### config.mk
export PLATFORM = sky130hd
export DESIGN_NAME = bus_master_arb
export DESIGN_NICKNAME = d
export VERILOG_FILES = /design/src/rtl/bus_master_arb.sv
export SDC_FILE = /design/constraint.sdc
export NUM_CORES = 1
export LEC_CHECK = 0
export CAP_MARGIN = 20
export CELL_PAD_IN_SITES_DETAIL_PLACEMENT = 1
export CELL_PAD_IN_SITES_GLOBAL_PLACEMENT = 1
export CORE_MARGIN = 4
export CORE_UTILIZATION = 45
export CTS_BUF_LIST = sky130_fd_sc_hd__clkbuf_8
export DETAILED_ROUTE_END_ITERATION = 8
export GPL_TIMING_DRIVEN = 0
export PLACE_DENSITY_LB_ADDON = 0.12
export SKIP_LAST_GASP = 1
export SLEW_MARGIN = 20
export SYNTH_ARGS = -nofsm -noshare
export SYNTH_HDL_FRONTEND = slang
export SYNTH_SLANG_ARGS = --single-unit
### constraint.sdc
create_clock -name sys_clk -period 6.8 [get_ports sys_clk]
set_clock_uncertainty 0.1 [all_clocks]
set_input_delay 0.68 -clock sys_clk [delete_from_list [all_inputs] [get_ports sys_clk]]
set_output_delay 0.68 -clock sys_clk [all_outputs]
set_load 0.01 [all_outputs]
### src/rtl/bus_master_arb.sv
// Bus ownership arbiter: debug port, NINT internal masters and the host CPU.
// Define BUS_ARB_RR_EN for round-robin among internal masters (default: fixed priority, bit 0 first).
module bus_master_arb #(
  parameter int NINT     = 3,
  parameter int TURN     = 1,
  parameter int MAXTEN   = 64,
  parameter int PARK_CPU = 1
) (
  input  logic            sys_clk,
  input  logic            reset,
  input  logic            clken,
  input  logic            cpureq,
  input  logic            dbgreq,
  input  logic [NINT-1:0] intreq,
  input  logic            idle,
  input  logic            ack,
  output logic            cpubm,
  output logic            dbggnt,
  output logic [NINT-1:0] intgnt,
  output logic            intbm,
  output logic            notdbg,
  output logic            relreq,
  output logic [1:0]      owner
);

  localparam int IW = (NINT > 1) ? $clog2(NINT) : 1;

  typedef enum logic [1:0] {S_PARK, S_TURNA, S_OWN, S_TURNB} state_e;
  typedef enum logic [1:0] {W_NONE = 2'd0, W_CPU = 2'd1, W_DBG = 2'd2, W_INT = 2'd3} who_e;

  state_e          state_q, state_d;
  who_e            who_q, who_d;
  logic [1:0]      turn_q, turn_d;
  logic [7:0]      ten_q, ten_d;
  logic [NINT-1:0] win_oh_q, win_oh_d;
  logic            cpu_q, cpu_d;
  logic            dbg_q, dbg_d;
  logic [NINT-1:0] int_q, int_d;
  logic            rel_q, rel_d;

  logic [NINT-1:0] sel_oh;
  logic            int_hit;
  logic            own_req;
  logic            other_pending;
  logic            turn_done;

`ifdef BUS_ARB_RR_EN
  logic [IW-1:0] ptr_q, ptr_d;
  logic [IW-1:0] win_idx_q, win_idx_d;
  logic [IW-1:0] sel_idx;
`endif

  assign int_hit   = |intreq;
  assign turn_done = (turn_q == 2'(TURN - 1));

  always_comb begin : int_select
    logic found;
    found  = 1'b0;
    sel_oh = '0;
`ifdef BUS_ARB_RR_EN
    sel_idx = '0;
    // First pass covers indices after the last grant, second pass wraps to 0.
    for (int k = 0; k < NINT; k++) begin
      if (!found && intreq[k] && (k > int'(ptr_q))) begin
        found     = 1'b1;
        sel_oh[k] = 1'b1;
        sel_idx   = IW'(k);
      end
    end
    for (int k = 0; k < NINT; k++) begin
      if (!found && intreq[k]) begin
        found     = 1'b1;
        sel_oh[k] = 1'b1;
        sel_idx   = IW'(k);
      end
    end
`else
    for (int k = 0; k < NINT; k++) begin
      if (!found && intreq[k]) begin
        found     = 1'b1;
        sel_oh[k] = 1'b1;
      end
    end
`endif
  end

  always_comb begin
    own_req       = 1'b0;
    other_pending = 1'b0;
    case (who_q)
      W_CPU: begin
        own_req       = cpureq;
        other_pending = dbgreq | int_hit;
      end
      W_DBG: begin
        own_req       = dbgreq;
        other_pending = cpureq | int_hit;
      end
      W_INT: begin
        own_req       = |(intreq & int_q);
        other_pending = dbgreq | cpureq | (|(intreq & ~int_q));
      end
      default: ;
    endcase
  end

  always_comb begin
    state_d  = state_q;
    who_d    = who_q;
    turn_d   = turn_q;
    ten_d    = ten_q;
    win_oh_d = win_oh_q;
    cpu_d    = cpu_q;
    dbg_d    = dbg_q;
    int_d    = int_q;
    rel_d    = rel_q;
`ifdef BUS_ARB_RR_EN
    ptr_d     = ptr_q;
    win_idx_d = win_idx_q;
`endif
    case (state_q)
      S_PARK: begin
        if ((dbgreq || int_hit || cpureq) && idle && !ack) begin
          if ((PARK_CPU != 0) && cpu_q && cpureq && !dbgreq && !int_hit) begin
            // Parked CPU as sole requester keeps the bus with no turnaround.
            state_d = S_OWN;
            who_d   = W_CPU;
            ten_d   = '0;
            rel_d   = 1'b0;
          end else begin
            state_d  = S_TURNA;
            turn_d   = '0;
            cpu_d    = 1'b0;
            who_d    = dbgreq ? W_DBG : (int_hit ? W_INT : W_CPU);
            win_oh_d = sel_oh;
`ifdef BUS_ARB_RR_EN
            win_idx_d = sel_idx;
`endif
          end
        end
      end
      S_TURNA: begin
        if (turn_done) begin
          state_d = S_OWN;
          ten_d   = '0;
          rel_d   = 1'b0;
          case (who_q)
            W_CPU: cpu_d = 1'b1;
            W_DBG: dbg_d = 1'b1;
            W_INT: begin
              int_d = win_oh_q;
`ifdef BUS_ARB_RR_EN
              ptr_d = win_idx_q;
`endif
            end
            default: ;
          endcase
        end else begin
          turn_d = turn_q + 2'd1;
        end
      end
      S_OWN: begin
        if (!own_req && idle && !ack) begin
          state_d = S_TURNB;
          who_d   = W_NONE;
          turn_d  = '0;
          ten_d   = '0;
          rel_d   = 1'b0;
          cpu_d   = 1'b0;
          dbg_d   = 1'b0;
          int_d   = '0;
        end else begin
          if (ten_q != 8'(MAXTEN)) ten_d = ten_q + 8'd1;
          // Sticky until release: the owner is never forcibly revoked.
          rel_d = rel_q | ((ten_d == 8'(MAXTEN)) && other_pending);
        end
      end
      S_TURNB: begin
        if (turn_done) begin
          state_d = S_PARK;
          cpu_d   = (PARK_CPU != 0);
        end else begin
          turn_d = turn_q + 2'd1;
        end
      end
      default: state_d = S_PARK;
    endcase
  end

  always_ff @(posedge sys_clk) begin
    if (reset) begin
      state_q  <= S_PARK;
      who_q    <= (PARK_CPU != 0) ? W_CPU : W_NONE;
      turn_q   <= '0;
      ten_q    <= '0;
      win_oh_q <= '0;
      cpu_q    <= (PARK_CPU != 0);
      dbg_q    <= 1'b0;
      int_q    <= '0;
      rel_q    <= 1'b0;
`ifdef BUS_ARB_RR_EN
      ptr_q     <= IW'(NINT - 1);
      win_idx_q <= '0;
`endif
    end else if (clken) begin
      state_q  <= state_d;
      who_q    <= who_d;
      turn_q   <= turn_d;
      ten_q    <= ten_d;
      win_oh_q <= win_oh_d;
      cpu_q    <= cpu_d;
      dbg_q    <= dbg_d;
      int_q    <= int_d;
      rel_q    <= rel_d;
`ifdef BUS_ARB_RR_EN
      ptr_q     <= ptr_d;
      win_idx_q <= win_idx_d;
`endif
    end
  end

  assign cpubm  = cpu_q;
  assign dbggnt = dbg_q;
  assign intgnt = int_q;
  assign intbm  = |int_q;
  assign notdbg = ~dbg_q;
  assign relreq = rel_q;
  assign owner  = dbg_q ? 2'd2 : ((|int_q) ? 2'd3 : (cpu_q ? 2'd1 : 2'd0));

endmodule

==> results of run 1 <==
placed cells by master (no fill, tap or decap), types with 4 or more instances in the layout:
| cell type | Yosys | routed |
|---|---|---|
| mux2i_1 | 6 | 6 |
| nor2_1 | 23 | 23 |
| xor2_1 | 4 | 4 |
| a21oi_1 | 6 | 6 |
| dfxtp_1 | 23 | 23 |
| nand2_1 | 7 | 7 |
| ha_1 | 11 | 11 |
| clkdlybuf4s50_1 | 0 | 19 |
| clkbuf_1 | 4 | 4 |
| nand2b_1 | 9 | 9 |
| inv_1 | 18 | 19 |
| nand4_1 | 4 | 4 |
| nor2b_1 | 7 | 7 |
| nand3_1 | 8 | 8 |
power by group:
group | total [mW] | internal, mW | switching, mW | leakage [nW]
logic | 0.100 | 0.0409 | 0.0592 | 0.509
registers | 0.148 | 0.141 | 0.00738 | 0.186
clock network | 0.0862 | 0.0404 | 0.0458 | 0.0269
Yosys cell counts (all sizes together), types with 2 or more instances:
| library cell | number | area, µm² |
|---|---|---|
| a2111oi | 2 | 17.5 |
| a211oi | 4 | 35.0 |
| a21o | 3 | 22.5 |
| a21oi | 6 | 30.0 |
| a221o | 2 | 20.0 |
| a221oi | 2 | 23.8 |
| a32oi | 2 | 17.5 |
| and2 | 2 | 12.5 |
| and3 | 3 | 18.8 |
| clkbuf | 4 | 15.0 |
| dfxtp | 23 | 460 |
| ha | 11 | 138 |
| inv | 18 | 67.6 |
| mux2i | 6 | 60.1 |
| nand2 | 7 | 26.3 |
| nand2b | 9 | 56.3 |
| nand3 | 9 | 50.1 |
| nand3b | 3 | 22.5 |
| nand4 | 4 | 25.0 |
| nor2 | 23 | 86.3 |
| nor2b | 7 | 43.8 |
| nor3 | 3 | 15.0 |
| nor4 | 2 | 18.8 |
| o21a | 2 | 15.0 |
| o21ai | 3 | 15.0 |
| o22ai | 2 | 12.5 |
| or3 | 2 | 12.5 |
| xnor2 | 2 | 17.5 |
| xor2 | 4 | 35.0 |
flip-flops by register name, summed over array words and instances (netlist names):
| name | flops |
|---|---|
| state_q | 2 |
| win_oh_q | 3 |
| turn_q | 2 |
| intgnt | 3 |
| who_q | 2 |
| relreq | 1 |
| cpubm | 1 |
| dbggnt | 1 |
| ten_q | 8 |
how the worst max path moves through the flow:
stage,endpoint,cells after the start
2_1_floorplan,turn_q[0],7
3_3_place_gp,ten_q[2],7
3_5_place_dp,ten_q[2],7
4_1_cts,ten_q[5],7
5_1_grt,ten_q[6],7
6_report,ten_q[5],7
area by class of cell:
type | instances | area share
multi-input combinational | 145 | 0.549
sequential | 23 | 0.247
timing repair buffer | 19 | 0.102
inverter | 18 | 0.0362
tap | 46 | 0.0309
clock buffer | 3 | 0.0221
buffer | 5 | 0.0107
clock inverter | 1 | 0.00201
through the flow:
stage | area (µm²) | worst slack, ns
floorplan | 1570 | 4.58
global placement | 1820 | 3.84
detailed placement | 1820 | 3.76
CTS | 1870 | 4.05
global route | 1870 | 3.86
finish | 1870 | 4.04
worst reg2reg max path: stages (launching register included):
cell and delay (ns):
dfxtp_1 0.41, inv_1 0.10, ha_1 0.27, a22o_1 0.27, a31o_1 0.27, a221o_1 0.39
or4_1 0.54, o31ai_1 0.09
logic make-up after synthesis:
logic type,after synthesis
and+or+nand+nor,80
buffers and inverters,23
adders and majority gates,11
AOI/OAI and AO/OA,41
muxes,7
xor gates and xnor gates,6
DFF,23
per-layer routing:
metal / track usage / vias up / routed length, µm
met1: 0.263 / 742 / 2020
met2: 0.432 / 30 / 2550
met4: 0.0608 / 0 / 47
met3: 0.0236 / 5 / 139
li1: - / 732 / -
met5: 0 / - / 0
==> impl_results.md, run 1 <==
- Status: completed
- CP Data Arrival Time: between 2 and 3 ns
- RR Startpoint: who_q[0]
- Synth Area in XOR/XNOR: 0.0334
- Slew Viols, Final: 0
- Footprint of the multi-input gates: 1020 µm²
- R2R Setup Slk: 4.27 ns
- Distinct cells, synth: 55
- Overflow after GRT: 0
- CP required: 6.85 ns
- Worst VDD drop: approximately 0.085 mV
- P_leak: roughly 0.72 nW
- Routability cong.: 0.833
- Vias in the first global route: ~1600
- Layout cells sized above 1: 0.0607
- Syn Nets: around 210
- TNS Setup: 0 ns
- Post-CTS setup buffer count: 0
- Cells after DPL: approximately 260
- Crit path max-delay family: buffers and inverters
- Worst-case clock buffer depth: 2
- Post-synth ARST share: 0
- Slew @ Worst Pin: ~0.70 ns
- Reg2Reg Capture Point: turn_q[0]
- Ant. Diodes: 0
- Fin Hold WS: 0.351 ns
- Mux share of post-synthesis cell area: 0.0453
- Clock slew at reported path FFs: approximately 0.090 ns
- Total power: about 330 µW
- Minimum clock period: 2.76 ns
- R2R cell count: 7
- DR WL/cell: around 18 µm
- # setup viols final: 0
- CP startpoint: intreq[0]
- Main combinational cell family by area after synthesis: simple AND/OR/NAND/NOR gates
- IO Pins: 20
- Die Span X: between 60 and 70 µm
- Starting Density: 0.468
- Final Non-Filler Cells: 260
- Max-cap viol count: 0
- Post-synth EDFFs: 0
- Chip height: 67.1 µm
- CTS H-Tree Depth: 1
- Layout Nets: about 240
- Area grow syn2layout: 18.6%
- Compound-Gate Fraction of Synth Area: 0.205
- Post_cts resized: 0
- Hold Path Sink: relreq
- Clk root buf: clkbuf_8
- Post-layout util: 0.555
- Hold-fix buffers, CTS: 0
- Startpoint types: input port
- CP cell instances: clkdlybuf4s50_1, nor4_2, a41o_2, and2_1, a21o_1, clkbuf_1, nor2_1
- Fmax: about 360 MHz
- Cts bufs inserted: 3
- Kind of critical path: in2reg
- Synthesized flop and latch total: 23
- Worst-skew pair later-pin latency: ~0.27 ns
- CTS sink count: 23
- Post-synthesis sequential area ratio: 0.293
- Mapped Area: between 1500 and 2000 µm²
- DIE AREA: 4510 µm²
- Synthesis warning total: 0
- Rows: 21
- Slew HR: 0.532
- Fillers: between 400 and 500
- # DRC: 0
- Hold Crit Class: reg2reg
- Largest net degree at the start of global routing: 13
- Hold_sp: relreq
- TritonCTS clock tree: built
- Post-synthesis adder-cell area fraction: 0.0875
- Post-DP HPWL: 3760 µm
- Core area: about 3400 µm²
- RSZ-0062 raised after global routing: no
- DRT Pass-1 Iters: 4
- Main synth FF type: dfxtp_1
- CP max-delay cell: clkdlybuf4s50_1
- Worst Hold Path Cells: 2
- Synth Area in Simple Gates: 0.280
- Worst path bufs/invs: 2
- Antenna violations before repair: 0
- PD cells: around 180 nW/µm²
- 1st-iter DRT viols: 87
- DR vias: about 1500
- GRT Util Overall: 0.226
- Max incr delay on CP: around 0.53 ns
- FF+latch area: ~460 µm²
- Post-Synthesis Cells: between 150 and 200
- CP max FO: 9
- Syn avg cell area: a little over 8 µm²
- Drt via density: approximately 5.8
- First-pass GRT wire length: ~7800 µm
- Antenna Nets Post-Route: 0
- Period utilisation layout: 0.406
- Endpoint class of the critical path: register
- Routed WL: roughly 4800 µm
- Number of port buffers: 19
- Final Hold Fails: 0
Note: power is estimated with default switching activity, not from simulation.
==> run 2, diff against run 1 <==
--- a/config.mk
+++ b/config.mk
@@ -9,7 +9,7 @@
 export CELL_PAD_IN_SITES_DETAIL_PLACEMENT = 1
 export CELL_PAD_IN_SITES_GLOBAL_PLACEMENT = 1
 export CORE_MARGIN = 4
-export CORE_UTILIZATION = 45
+export CORE_UTILIZATION = 43
 export CTS_BUF_LIST = sky130_fd_sc_hd__clkbuf_8
 export DETAILED_ROUTE_END_ITERATION = 8
 export GPL_TIMING_DRIVEN = 0
==> constraint.sdc (replaced) <==
create_clock -name sys_clk -period 2.8 [get_ports sys_clk]
set_clock_uncertainty 0.1 [all_clocks]
set_input_delay 0.28 -clock sys_clk [delete_from_list [all_inputs] [get_ports sys_clk]]
set_output_delay 0.28 -clock sys_clk [all_outputs]
set_load 0.01 [all_outputs]
==> run 2 against run 1 <==
First-iteration DRC count is 15% higher. Global-route usage is 2.1 points lower. Total power is 140% higher. Cell count stayed put. Via count is 1.4% lower. Clock-buffer cell count stayed put. Routed wire length is 11% lower. Register-to-register slack worse by 4.0 ns. Non-clock buffer count stayed put. Highest routed layer unchanged.
==> impl_results.md, run 2 (synthesis gave the netlist of run 1 again) <==
- Status: completed
- Minimum clock period: 2.48 ns
- CP max FO: 7 (-2)
- GRT Util Overall: 0.206 (-0.0205)
- Largest register FFs: 8 (unchanged)
- Final Hold Fails: 0 (unchanged)
- GRT Max-Usage Layer: met2
- Endpoint class of the critical path: register
- TNS Setup: 0 ns (unchanged)
- Footprint of the multi-input gates: 1020 µm² (unchanged)
- Hold-fix buffers, CTS: 0 (unchanged)
- Die Span X: 68.5 µm (+2.0%)
- DIE AREA: 4690 µm² (+4.1%)
- Worst VDD drop: 0.180 mV (+110%)
- Rows: 21 (unchanged)
- Met1 GRT Util: 0.241 (-0.0223)
- Pint: 538 µW (+140%)
- Antenna violations before repair: 0 (unchanged)
- Clock power share: 0.261 (+0.003)
- # DRC: 0 (unchanged)
- Fillers: 418 (-4.8%)
- Routability cong.: 0.828 (-0.65%)
- Clock slew at reported path FFs: 0.08 ns (about the same)
- Routed WL: 4250 µm (-11%)
- Sw Ratio: 0.330 (-0.00580)
- End of the critical path: turn_q[0]
- Max-cap viol count: 0 (unchanged)
- Fin Hold WS: 0.353 ns (+0.00177 ns)
- CP max-delay cell: or4_1
- Hold Crit Class: reg2reg
- Layout cells sized above 1: 0.0607 (unchanged)
- Starting Density: 0.457 (-0.0107)
- Cell count along the critical path: 7 (unchanged)
- Post-DP HPWL: 3360 µm (-11%)
- Reg2Reg Capture Point: turn_q[0]
- Drt via density: 5.72 (-1.4%)
- CP startpoint: who_q[0]
- Largest net degree at the start of global routing: 13 (unchanged)
- DR WL/cell: 16.4 µm (-11%)
- Cts bufs inserted: 3 (unchanged)
- CTS sink count: 23 (unchanged)
- Chip height: 68.5 µm (+2.0%)
- Area after DPL: 1820 µm² (unchanged)
- Crit path max-delay family: compound AO/OA/AOI/OAI gates
- CP required: 2.88 ns (-3.97 ns)
- Biggest register: ten_q
- Combinational power share: 0.293 (-0.006)
- 1st-iter DRT viols: 100 (+15%)
- Post-layout util: 0.542 (-0.0127)
- R2R Setup Slk: 0.32 ns (-3.95 ns)
- GR Util met2: 0.380 (-0.0517)
- DRT Pass-1 Iters: 4 (unchanged)
- FF+latch area: 460 µm² (unchanged)
- PD cells: 431 nW/µm² (+140%)
- Antenna Nets Post-Route: 0 (unchanged)
- Max incr delay on CP: 0.54 ns (about the same)
- Clk root buf: clkbuf_8
- Slew @ Worst Pin: 0.705 ns (+0.00272 ns)
- Vias in the first global route: 1558 (-2.0%)
- Fmax: around 400 MHz
- R2R cell count: 7 (unchanged)
- Slew Viols, Final: 0 (unchanged)
- Number of port buffers: 19 (unchanged)
- CTS H-Tree Depth: 1 (unchanged)
- Final Non-Filler Cells: 260 (unchanged)
- Layout Nets: 236 (unchanged)
- # setup viols final: 0 (unchanged)
- IO Pins: 20 (unchanged)
- M3 GR Usage: 0.0296 (+0.00595)
- Cells after DPL: 256 (unchanged)
- RSZ-0062 raised after global routing: no
- First-pass GRT wire length: 7320 µm (-6.5%)
- P_sw: 265 µW (+140%)
- Commonest cells after routing, fill and taps aside: nor2_1 (23), dfxtp_1 (23), inv_1 (19), clkdlybuf4s50_1 (19), ha_1 (11)
- Slew HR: 0.530 (-0.00181)
- Post-CTS setup buffer count: 0 (unchanged)
- P_leak: 0.722 nW (unchanged)
- DR vias: 1488 (-1.4%)
- CP cell instances: inv_1, ha_1, a22o_1, a31o_1, a221o_1, or4_1, o31ai_1
- Startpoint types: register
- Register share of total power: 0.446 (+0.003)
- Area grow syn2layout: 18.6% (unchanged)
- Overflow after GRT: 0 (unchanged)
- Ant. Diodes: 0 (unchanged)
- Design area: 1870 µm² (unchanged)
- Kind of critical path: reg2reg
- Period utilisation layout: 0.886
- TritonCTS clock tree: built
- RR Startpoint: who_q[0]
- Worst-case clock buffer depth: 2 (unchanged)
- Post_cts resized: 0 (unchanged)
- CP Data Arrival Time: 2.56 ns (-0.24 ns)
- Worst-skew pair later-pin latency: 0.27 ns (about the same)
- Worst Hold Path Cells: 2 (unchanged)
- Core area: 3440 µm² (+2.3%)
- Worst path bufs/invs: 1 (-1)
## run 2: cell counts in the layout (fill, tap and decap cells not counted)
No cell type changed its count.
## run 2: routing by layer
metal,up-vias,share of wire
met2,29,0.51
met3,7,0.031
met5,-,0
met4,0,0.013
met1,715,0.44
li1,737,-
## run 2: worst reg2reg max path: stages, from the launching register on
cell and delay [ns]:
dfxtp_1 0.39, inv_1 0.08, ha_1 0.27, a22o_1 0.28, a31o_1 0.27, a221o_1 0.38
or4_1 0.54, o31ai_1 0.08
## run 2: how the worst min path moves through the flow
stage          startpoint  endpoint  slack, ns
2_1_floorplan       reset    dbggnt       0.27
3_3_place_gp       relreq    relreq       0.34
3_5_place_dp       relreq    relreq       0.34
4_1_cts            relreq    relreq       0.36
5_1_grt            relreq    relreq       0.39
6_report           relreq    relreq       0.35
## run 2: final cells by class
class	instances	share of cell area
Clock inverter	1	0.00201
Tap cell	46	0.0309
Buffer	5	0.0107
Multi-Input combinational cell	145	0.549
Inverter	18	0.0362
Clock buffer	3	0.0221
Sequential cell	23	0.247
Timing Repair Buffer	19	0.102
## run 2: power by group through the flow
stage | Clock, mW | Sequential (mW) | Combinational [mW]
after floorplan | 0 | 0.362 | 0.156
after CTS | 0.220 | 0.358 | 0.234
after detailed placement | 0 | 0.366 | 0.232
final | 0.210 | 0.358 | 0.236
after global routing | 0.235 | 0.361 | 0.259
after global placement | 0 | 0.364 | 0.223
## run 2: metrics by stage
stage | total power, mW | worst slack (ns)
final | 0.803 | 0.319
after global routing | 0.856 | 0.123
after CTS | 0.811 | 0.339
after detailed placement | 0.598 | 0.210
after global placement | 0.587 | 0.260
after floorplan | 0.518 | 0.579
